[config.mk]
export PLATFORM = sky130hd
export DESIGN_NAME = chip_sr_latch_tester_flat
export DESIGN_NICKNAME = d
export VERILOG_FILES = /design/src/rtl/chip_tester_pkg.sv /design/src/rtl/chip_sr_latch_tester_if.sv /design/src/rtl/bit_sync2.sv /design/src/rtl/chip_sr_latch_tester.sv /design/src/flat_wrapper.sv
export SDC_FILE = /design/constraint.sdc
export NUM_CORES = 1
export LEC_CHECK = 0
export BUFFER_PORTS_ARGS = -buffer_cell sky130_fd_sc_hd__buf_2
export CELL_PAD_IN_SITES_DETAIL_PLACEMENT = 1
export CELL_PAD_IN_SITES_GLOBAL_PLACEMENT = 1
export CORE_MARGIN = 1.5
export CORE_UTILIZATION = 38
export DETAILED_ROUTE_END_ITERATION = 10
export GPL_ROUTABILITY_DRIVEN = 0
export HOLD_SLACK_MARGIN = 0.02
export PLACE_DENSITY = 0.74
export SKIP_CTS_REPAIR_TIMING = 1
export SYNTH_ARGS = -nofsm -noshare
export SYNTH_HDL_FRONTEND = slang
export SYNTH_HIERARCHICAL = 1
export SYNTH_SLANG_ARGS = --single-unit
[constraint.sdc]
create_clock -name clk -period 1.5 [get_ports clk]
set_input_delay 0.075 -clock clk [delete_from_list [all_inputs] [get_ports clk]]
set_output_delay 0.075 -clock clk [all_outputs]
set_load 0.05 [all_outputs]
[src/rtl/chip_tester_pkg.sv]
// rtl/chip_tester_pkg.sv - shared types and vector table for the SR-latch tester
// Purpose : state encoding, step count, "no failure" marker and the per-step
//           (S_n, R_n, expected Q) vector table, stored one bit per step.
// Ports   : none (package).
package chip_tester_pkg;

  typedef enum logic [2:0] {
    HALTED = 3'd0,
    INIT   = 3'd1,
    DRIVE  = 3'd2,
    SETTLE = 3'd3,
    SAMPLE = 3'd4,
    DONE_S = 3'd5
  } state_t;

  localparam int         NUM_STEPS = 7;
  localparam logic [2:0] FAIL_NONE = 3'd7;
  localparam logic [2:0] LAST_STEP = 3'(NUM_STEPS - 1);

  // Bit k of each word is the value used in step k.
  //   step : 0 1 2 3 4 5 6
  //   S_n  : 0 1 1 1 0 1 0
  //   R_n  : 1 1 0 1 0 0 1
  //   Q    : 1 1 0 0 1 0 1
  localparam logic [NUM_STEPS-1:0] VEC_S_N = 7'b0101110;
  localparam logic [NUM_STEPS-1:0] VEC_R_N = 7'b1001011;
  localparam logic [NUM_STEPS-1:0] VEC_Q   = 7'b1010011;

  // Out-of-range step indices read as 1 so a stray index never drives a latch.
  function automatic logic vec_bit(input logic [NUM_STEPS-1:0] tbl,
                                   input logic [2:0]           idx);
    if (idx < 3'(NUM_STEPS)) begin
      return tbl[idx];
    end
    return 1'b1;
  endfunction

endpackage

[src/rtl/chip_sr_latch_tester_if.sv]
// rtl/chip_sr_latch_tester_if.sv - control, device and result signals of the tester
// Purpose : bundles everything except clk/rst.
// Ports   : run, disp_rslt (host -> tester); dut_q (device -> tester);
//           drv_s_n, drv_r_n (tester -> device); done, rslt, fail_mask,
//           fail_step (tester -> host).
//           master = host/device side, slave = tester side.
interface chip_sr_latch_tester_if #(
  parameter int NUM_CH = 4
);
  logic              run;
  logic              disp_rslt;
  logic [NUM_CH-1:0] dut_q;
  logic [NUM_CH-1:0] drv_s_n;
  logic [NUM_CH-1:0] drv_r_n;
  logic              done;
  logic              rslt;
  logic [NUM_CH-1:0] fail_mask;
  logic [2:0]        fail_step;

  modport master (
    output run, disp_rslt, dut_q,
    input  drv_s_n, drv_r_n, done, rslt, fail_mask, fail_step
  );

  modport slave (
    input  run, disp_rslt, dut_q,
    output drv_s_n, drv_r_n, done, rslt, fail_mask, fail_step
  );
endinterface

[src/rtl/bit_sync2.sv]
// rtl/bit_sync2.sv - two-flop synchronizer, parametrised width
// Purpose : brings an asynchronous bus into the clk domain.
// Ports   : clk, rst (async, active-high), d (async input), q (synchronized).
module bit_sync2 #(
  parameter int WIDTH = 1
) (
  input  logic             clk,
  input  logic             rst,
  input  logic [WIDTH-1:0] d,
  output logic [WIDTH-1:0] q
);

  logic [WIDTH-1:0] meta;

  always_ff @(posedge clk or posedge rst) begin
    if (rst) begin
      meta <= '0;
      q    <= '0;
    end else begin
      meta <= d;
      q    <= meta;
    end
  end

endmodule

[src/rtl/chip_sr_latch_tester.sv]
// rtl/chip_sr_latch_tester.sv - functional tester for a bank of SR latches (74279 style)
// Purpose : on run, steps through a fixed 7-entry vector table, drives every
//           channel with the same S_n/R_n pair, waits SETTLE_CYC cycles and
//           compares the synchronized Q of each channel with the expected value.
// Ports   : clk, rst (async, active-high);
//           bus (slave): run, disp_rslt, dut_q in; drv_s_n, drv_r_n, done,
//           rslt, fail_mask, fail_step out.
module chip_sr_latch_tester
  import chip_tester_pkg::*;
#(
  parameter int NUM_CH       = 4,
  parameter int SETTLE_CYC   = 4,
  parameter int STOP_ON_FAIL = 0
) (
  input logic                  clk,
  input logic                  rst,
  chip_sr_latch_tester_if.slave bus
);

  localparam logic [3:0] SETTLE_LAST = 4'(SETTLE_CYC - 1);

  state_t            state;
  state_t            next_state;
  logic [2:0]        step;
  logic [2:0]        drive_step;
  logic [3:0]        settle_cnt;
  logic [NUM_CH-1:0] q_sync;
  logic [NUM_CH-1:0] mismatch;
  logic              any_fail;
  logic              exp_q;
  logic              vec_s_n;
  logic              vec_r_n;

  bit_sync2 #(.WIDTH(NUM_CH)) u_q_sync (
    .clk (clk),
    .rst (rst),
    .d   (bus.dut_q),
    .q   (q_sync)
  );

  assign exp_q    = vec_bit(VEC_Q, step);
  assign mismatch = q_sync ^ {NUM_CH{exp_q}};
  assign any_fail = |mismatch;

  // DRIVE is entered only from INIT (step 0) or SAMPLE (next step).
  assign drive_step = (state == SAMPLE) ? step + 3'd1 : 3'd0;
  assign vec_s_n    = vec_bit(VEC_S_N, drive_step);
  assign vec_r_n    = vec_bit(VEC_R_N, drive_step);

  assign bus.done = (state == DONE_S);

  always_ff @(posedge clk or posedge rst) begin
    if (rst) begin
      state <= HALTED;
    end else begin
      state <= next_state;
    end
  end

  always_comb begin
    next_state = state;
    unique case (state)
      HALTED: if (bus.run) next_state = INIT;
      INIT:   next_state = DRIVE;
      DRIVE:  next_state = SETTLE;
      SETTLE: if (settle_cnt == SETTLE_LAST) next_state = SAMPLE;
      SAMPLE: begin
        if (step == LAST_STEP || (STOP_ON_FAIL != 0 && any_fail)) begin
          next_state = DONE_S;
        end else begin
          next_state = DRIVE;
        end
      end
      // disp_rslt wins over run here, so a new test always needs a fresh HALTED cycle.
      DONE_S: if (bus.disp_rslt) next_state = HALTED;
      default: next_state = HALTED;
    endcase
  end

  always_ff @(posedge clk or posedge rst) begin
    if (rst) begin
      step          <= 3'd0;
      settle_cnt    <= 4'd0;
      bus.drv_s_n   <= '1;
      bus.drv_r_n   <= '1;
      bus.rslt      <= 1'b0;
      bus.fail_mask <= '0;
      bus.fail_step <= FAIL_NONE;
    end else begin
      if (state == SETTLE && next_state == SETTLE) begin
        settle_cnt <= settle_cnt + 4'd1;
      end else begin
        settle_cnt <= 4'd0;
      end

      if (next_state == DRIVE) begin
        step <= drive_step;
      end

      // Drives are re-registered only when entering DRIVE; outside a test
      // they are parked inactive.
      if (next_state == DRIVE && state != DRIVE) begin
        bus.drv_s_n <= {NUM_CH{vec_s_n}};
        bus.drv_r_n <= {NUM_CH{vec_r_n}};
      end else if (next_state == HALTED || next_state == INIT || next_state == DONE_S) begin
        bus.drv_s_n <= '1;
        bus.drv_r_n <= '1;
      end

      if (state == INIT) begin
        bus.rslt      <= 1'b1;
        bus.fail_mask <= '0;
        bus.fail_step <= FAIL_NONE;
      end else if (state == SAMPLE) begin
        bus.fail_mask <= bus.fail_mask | mismatch;
        if (any_fail) begin
          bus.rslt <= 1'b0;
          if (bus.fail_step == FAIL_NONE) begin
            bus.fail_step <= step;
          end
        end
      end
    end
  end

endmodule

[src/flat_wrapper.sv]
// flat-port wrapper written by rule: the top's interface ports become plain ports
module chip_sr_latch_tester_flat import chip_tester_pkg::*;
#(
  parameter int NUM_CH       = 4,
  parameter int SETTLE_CYC   = 4,
  parameter int STOP_ON_FAIL = 0
)
  (clk, rst, bus_run, bus_disp_rslt, bus_dut_q, bus_drv_s_n, bus_drv_r_n, bus_done, bus_rslt, bus_fail_mask, bus_fail_step);
  chip_sr_latch_tester_if #(.NUM_CH(NUM_CH)) bus_i ();
  input logic clk;
  input logic rst;
  input wire logic [$bits(bus_i.run)-1:0] bus_run;
  input wire logic [$bits(bus_i.disp_rslt)-1:0] bus_disp_rslt;
  input wire logic [$bits(bus_i.dut_q)-1:0] bus_dut_q;
  output wire logic [$bits(bus_i.drv_s_n)-1:0] bus_drv_s_n;
  output wire logic [$bits(bus_i.drv_r_n)-1:0] bus_drv_r_n;
  output wire logic [$bits(bus_i.done)-1:0] bus_done;
  output wire logic [$bits(bus_i.rslt)-1:0] bus_rslt;
  output wire logic [$bits(bus_i.fail_mask)-1:0] bus_fail_mask;
  output wire logic [$bits(bus_i.fail_step)-1:0] bus_fail_step;
  assign bus_i.run = bus_run;
  assign bus_i.disp_rslt = bus_disp_rslt;
  assign bus_i.dut_q = bus_dut_q;
  assign bus_drv_s_n = bus_i.drv_s_n;
  assign bus_drv_r_n = bus_i.drv_r_n;
  assign bus_done = bus_i.done;
  assign bus_rslt = bus_i.rslt;
  assign bus_fail_mask = bus_i.fail_mask;
  assign bus_fail_step = bus_i.fail_step;
  chip_sr_latch_tester #(.NUM_CH(NUM_CH), .SETTLE_CYC(SETTLE_CYC), .STOP_ON_FAIL(STOP_ON_FAIL)) u_core (.clk(clk), .rst(rst), .bus(bus_i));
endmodule
==> flow_summary_export.csv, run 1 <==
group,metric,value,unit
global_routing,antenna_found_initial,0,
floorplanning,rows,21,
setup_path,critPathLaunchType,"flop",
floorplanning,dieWidth,62.8,µm
yosys,avgSynthCellArea,10.4,µm²
yosys,syn-instance-count,130,
clock_network,cts_buffer_depth,2,
sta,relSlewSlack,77.8,%
yosys,ys_seq_area_share,52.1,%
routing,firstDrtPassIters,4,
outcome,violations,"setup timing",
yosys,synth_edf_count,0,
global_routing,grt_pass1_wl,5.66,mm
routing,wl,3.75,mm
global_routing,overflow,0,
yosys,synth_most_common_cell,"dfrtp_1",
sta,clock_skew,0.00968,ns
sta,hold_viol,0,
setup_path,cp_top_family,"compound AO/OA/AOI/OAI gates",
global_routing,grt.total_usage,18.4,%
job,cap_violations,0,
finish,drive_above_1_share,43.9,%
global_routing,grt_max_degree,21,
sta,grt_setup_unrepaired,"true",
placement,placed_area,1560,µm²
clock_network,cts_root_buf,"clkbuf_4",
power,ir_drop,0.900,mV
routing,wl_per_cell,17.1,µm
yosys,postSynth.asyncResetShare,100,%
routing,drc_errors,0,
setup_path,critPathMaxStageDelay,0.44,ns
sta,setup_viol,6,
setup_path,crit_fanout,5,
setup_path,crit_arrival,1.97,ns
setup_path,crit_type,"reg2reg",
setup_path,cp_slowest_cell,"dfrtp_1",
finish,area_growth,35.6,%
clock_network,cts_max_level,1,
floorplanning,die_h,62.8,µm
power,p_leak,0.831,nW
clock_network,cts_inserted_buffers,3,
finish,final_area,1840,µm²
yosys,yosys.area.top_type_share,42.4,%
placement,dp_hpwl,2.40,mm
sta,worst_slack,-0.170,ns
placement,dp_slack,-0.170,ns
routing,routed_via_density,5.14,
yosys,ys.flop_type,"dfrtp_1",
sta,min_period,1.67,ns
power,powerDensity,1850,nW/µm²
sta,worst_pin_slew,0.331,ns
routing,first_iter_violations,32,
yosys,synth_largest_area_cell,"dfrtp_1",
yosys,syn-num-nets,142,
placement,portBuffers,24,
setup_path,path_cells,"inv_2 > ha_4 > a31oi_4 > or3_4 > a22oi_2 > o32a_1",
sta,clock.fmax,0.599,GHz
yosys,synth_seq_cells,28,
yosys,synth_warnings,6,
yosys,synth.area.top_cells,"dfrtp_1 (42%), dfstp_2 (9.7%), buf_4 (3.9%)",
finish,fin_nets,186,
global_routing,grt_pass1_vias,1198,
setup_path,end_kind,"flop",
clock_network,cts_tree,"built",
routing,ant_nets,0,
yosys,yosys-top-cells-count,"dfrtp_1 (23), nand2_1 (12), nor2_1 (10)",
sta,drv_slew,0,
finish,diodes,0,
floorplanning,die_area,3940,µm²
outcome,status,"finished, violations left",
floorplanning,core,3390,µm²
clock_network,numClockSinks,28,
floorplanning,num_io_pins,25,
sta,period_share,111,%
clock_network,cts.clk_slew.worst_paths,0.16,ns
finish,fill_cells,391,
floorplanning,start_util,40.1,%
yosys,synth_cell_type_count,34,
setup_path,required,1.80,ns
min_path,hold_class,"in2reg",
yosys,netlist_area,1360,µm²
clock_network,clkLatencyLatePin,0.35,ns
setup_path,path_buf_inv,1,
routing,via_count,1125,
tightest hold or removal path: cells and delay by family:
family | cells | cell delay (ns)
buf+inv | 1 | 0.08
compound gates | 2 | 0.19
cell usage in the layout, fill, tap and decap left out, types with 4 or more instances in the layout:
cell type,n
a21oi_1,4
buf_2,23
buf_4,20
dfrtp_1,21
dfstp_2,5
dlygate4sd3_1,5
inv_1,4
nand2_1,8
nand2_2,4
nand3_1,5
nor2_1,10
o21ai_0,4
o21ai_1,4
o31ai_1,4
o32a_1,4
xnor2_1,4
report_power, final:
part	switching [mW]	leakage [nW]	internal, mW	total, mW
registers	0.164	0.337	0.965	1.13
clock network	0.250	0.0279	0.271	0.521
logic	1.11	0.467	0.651	1.76
total	1.52	0.831	1.89	3.41
logic make-up (layout without fill, tap and decap cells):
kind of cell | Yosys count | after routing | synth area share, %
AND/OR/NAND/NOR | 41 | 41 | 15.0
AO/OA/AOI/OAI | 29 | 29 | 15.9
flip-flops | 28 | 28 | 52.1
buffers and inverters | 19 | 62 | 7.28
XOR/XNOR | 7 | 7 | 4.52
adder cells (fa/ha/maj) | 4 | 4 | 3.69
multiplexers | 2 | 2 | 1.47
per-layer routing:
layer	GRT usage, %	part of all wire [%]	up-vias
li1	-	-	530
met1	21.9	40	572
met2	33.2	55	15
met3	2.52	2.0	8
met4	7.78	2.9	0
met5	0	0	-
per-stage QoR:
stage | hold slack (ns) | setup TNS, ns | util [%] | total power [mW] | std cells
2_1_floorplan | -0.109 | -0.408 | - | 2.22 | 130
3_3_place_gp | 0.0232 | -0.170 | 45.9 | 2.53 | 200
3_5_place_dp | 0.0504 | -0.670 | 45.9 | 2.60 | 200
4_1_cts | -0.341 | -1.17 | 47.4 | 3.12 | 204
5_1_grt | 0.0399 | -1.29 | 54.3 | 3.61 | 219
6_report | 0.0133 | -0.666 | 54.3 | 3.41 | 219
layout make-up:
type | instances | area, µm² | share of cell area (%)
sequential | 28 | 709 | 38.5
multi-input combinational | 83 | 639 | 34.7
tap | 46 | 57.6 | 3.13
clock buffer | 3 | 22.5 | 1.22
timing repair buffer | 51 | 349 | 19.0
clock inverter | 1 | 30.0 | 1.63
inverter | 7 | 32.5 | 1.77
state kept, by name (all words and copies together), names as in the netlist:
register,flops
u_core/u_q_sync/meta,4
u_core/state,3
u_core/bus.drv_s_n,1
u_core/u_q_sync/q,4
u_core/step,3
u_core/bus.fail_mask,4
u_core/settle_cnt,4
u_core/bus.drv_r_n,1
u_core/bus.fail_step,3
u_core/bus.rslt,1
final timing paths:
kind	startpoint	endpoint	slack [ns]	cells after the start
setup / recovery	u_core/step[1]	u_core/bus.fail_step[2]	-0.17	6
hold / removal	bus_run	u_core/state[0]	0.01	3
setup reg to reg	u_core/step[1]	u_core/bus.fail_step[2]	-0.17	6
hold reg to reg	u_core/u_q_sync/meta[1]	u_core/u_q_sync/q[1]	0.37	0
max in group asynchronous	rst	u_core/bus.fail_step[2]	0.94	4
min in group asynchronous	rst	u_core/u_q_sync/q[2]	0.20	3
Power figures use the tool's default switching activity.
==> run 2: changes to the inputs <==
--- a/config.mk
+++ b/config.mk
@@ -15,6 +15,7 @@
 export HOLD_SLACK_MARGIN = 0.02
 export PLACE_DENSITY = 0.74
 export SKIP_CTS_REPAIR_TIMING = 1
+export SLEW_MARGIN = 25
 export SYNTH_ARGS = -nofsm -noshare
 export SYNTH_HDL_FRONTEND = slang
 export SYNTH_HIERARCHICAL = 1
==> constraint.sdc (replaced) <==
create_clock -name clk -period 1.5 [get_ports clk]
set_input_delay 0.15 -clock clk [delete_from_list [all_inputs] [get_ports clk]]
set_output_delay 0.15 -clock clk [all_outputs]
set_load 0.05 [all_outputs]
==> run 2 against run 1 <==
The run still ends with setup timing left. Critical path type unchanged. Largest power group unchanged. Non-clock buffer count is 6 lower. First-iteration DRC count up 3.1%. Core utilization is 2.8 points lower. Sequential share of layout area grew 2.0 points. Sequential cell count is the same. Sequential power barely moved. Cell area is 5.1% lower. Combinational power down 9%. Critical path depth stayed put.
==> flow_summary_export.csv, run 2 (synthesis results as in run 1) <==
group,metric,value,unit
outcome,status,"finished, violations left",
finish,area_growth,28.7,%
finish,drive_above_1_share,38.3,%
setup_path,end_kind,"flop",
clock_network,cts_buffer_depth,2,
power,p_leak,0.781,nW
setup_path,required,1.78,ns
sta,period_share,109,%
sta,setup_viol,5,
placement,placed_area,1560,µm²
floorplanning,rows,21,
min_path,hold_class,"in2reg",
global_routing,grt_pass1_vias,1122,
finish,fin_nets,180,
global_routing,gr-usage-met1,20.9,%
finish,final_area,1750,µm²
placement,portBuffers,24,
global_routing,antenna_found_initial,0,
sta,worst_slack,-0.139,ns
placement,dp_hpwl,2.32,mm
routing,routed_via_density,5.13,
setup_path,critPathLaunchType,"flop",
clock_network,cts_max_level,1,
power,ir_drop,0.750,mV
global_routing,overflow,0,
routing,firstDrtPassIters,4,
setup_path,crit_arrival,1.92,ns
global_routing,grt_max_degree,21,
clock_network,cts_inserted_buffers,3,
sta,fin_setup_tns,-0.514,ns
global_routing,grt.total_usage,16.9,%
sta,worst_pin_slew,0.314,ns
job,cap_violations,0,
finish,diodes,0,
floorplanning,start_util,40.1,%
finish,final_cell_mix,"buf_2 (23), dfrtp_1 (22), buf_4 (14)",
clock_network,numClockSinks,28,
setup_path,crit_type,"reg2reg",
clock_network,cts.clk_slew.worst_paths,0.15,ns
routing,drc_errors,0,
finish,final_common_cell,"buf_2",
global_routing,grtUsageMet2,29.8,%
routing,via_count,1093,
sta,drv_slew,0,
sta,clock_skew,0.00226,ns
outcome,violations,"setup timing",
routing,ant_nets,0,
floorplanning,core,3390,µm²
floorplanning,die_area,3940,µm²
placement,dp_slack,-0.128,ns
floorplanning,die_h,62.8,µm
global_routing,grtUsageMet3,1.80,%
sta,min_period,1.64,ns
sta,clock.fmax,0.610,GHz
clock_network,cts_root_buf,"clkbuf_4",
sta,hold_viol,0,
global_routing,grt_pass1_wl,5.23,mm
setup_path,crit_fanout,5,
global_routing,grt-busiest-layer,"met2",
finish,fill_cells,389,
routing,wl,3.48,mm
clock_network,cts_tree,"built",
floorplanning,num_io_pins,25,
floorplanning,dieWidth,62.8,µm
sta,grt_setup_unrepaired,"true",
sta,whs,0.0994,ns
clock_network,clkLatencyLatePin,0.33,ns
routing,wl_per_cell,16.3,µm
power,powerDensity,1840,nW/µm²
sta,relSlewSlack,78.9,%
routing,first_iter_violations,33,
run 2: cell count changes in the layout (fill, tap and decap cells not counted), sizes merged:
cell	before	now
inv	6	7
buf	46	40
clkinvlp	1	0
run 2: metal layers:
| metal | wire [µm] | vias up |
|---|---|---|
| met5 | 0 | - |
| met4 | 47 | 0 |
| met3 | 79 | 6 |
| met2 | 1910 | 18 |
| met1 | 1440 | 551 |
| li1 | - | 518 |
run 2: worst paths after layout:
path                                         start                       to  slack (ns)  depth (start not counted)
hold reg to reg            u_core/u_q_sync/meta[3]     u_core/u_q_sync/q[3]        0.37                          0
setup / recovery                    u_core/step[1]  u_core/bus.fail_step[2]       -0.14                          6
min in group asynchronous                      rst  u_core/u_q_sync/meta[2]        0.30                          3
setup reg to reg                    u_core/step[1]  u_core/bus.fail_step[2]       -0.14                          6
hold / removal                             bus_run          u_core/state[0]         0.1                          3
max in group asynchronous                      rst  u_core/bus.fail_step[0]        0.84                          4
run 2: final cells by class:
cell class                      count  area (µm²)  share of cell area [%]
Clock inverter                      1        30.0                    1.72
Timing Repair Buffer               45         308                    17.6
Sequential cell                    28         708                    40.5
Clock buffer                        3        22.5                    1.29
Inverter                            7        26.3                    1.50
Multi-Input combinational cell     83         594                    34.0
Tap cell                           46        57.6                    3.30
run 2: critical path: stages, from the launching register on:
cell and delay, ns:
dfrtp_1 0.46, buf_6 0.14, nand2_2 0.07, a31oi_4 0.11, or3_4 0.35, a22oi_2 0.26, o32a_1 0.20
run 2: stage by stage:
step / util (%) / instances / power, mW
final: 51.5 / 213 / 3.22
after CTS: 47.7 / 205 / 3.12
after detailed placement: 46.1 / 201 / 2.60
after floorplan: - / 130 / 2.22
after global placement: 46.1 / 201 / 2.54
after global routing: 51.5 / 213 / 3.40
run 2: report_power, final:
| part | switching [mW] | internal [mW] | total, mW |
|---|---|---|---|
| Clock | 0.230 | 0.270 | 0.500 |
| Combinational | 1.05 | 0.545 | 1.60 |
| Sequential | 0.157 | 0.963 | 1.12 |
| Total | 1.44 | 1.78 | 3.22 |
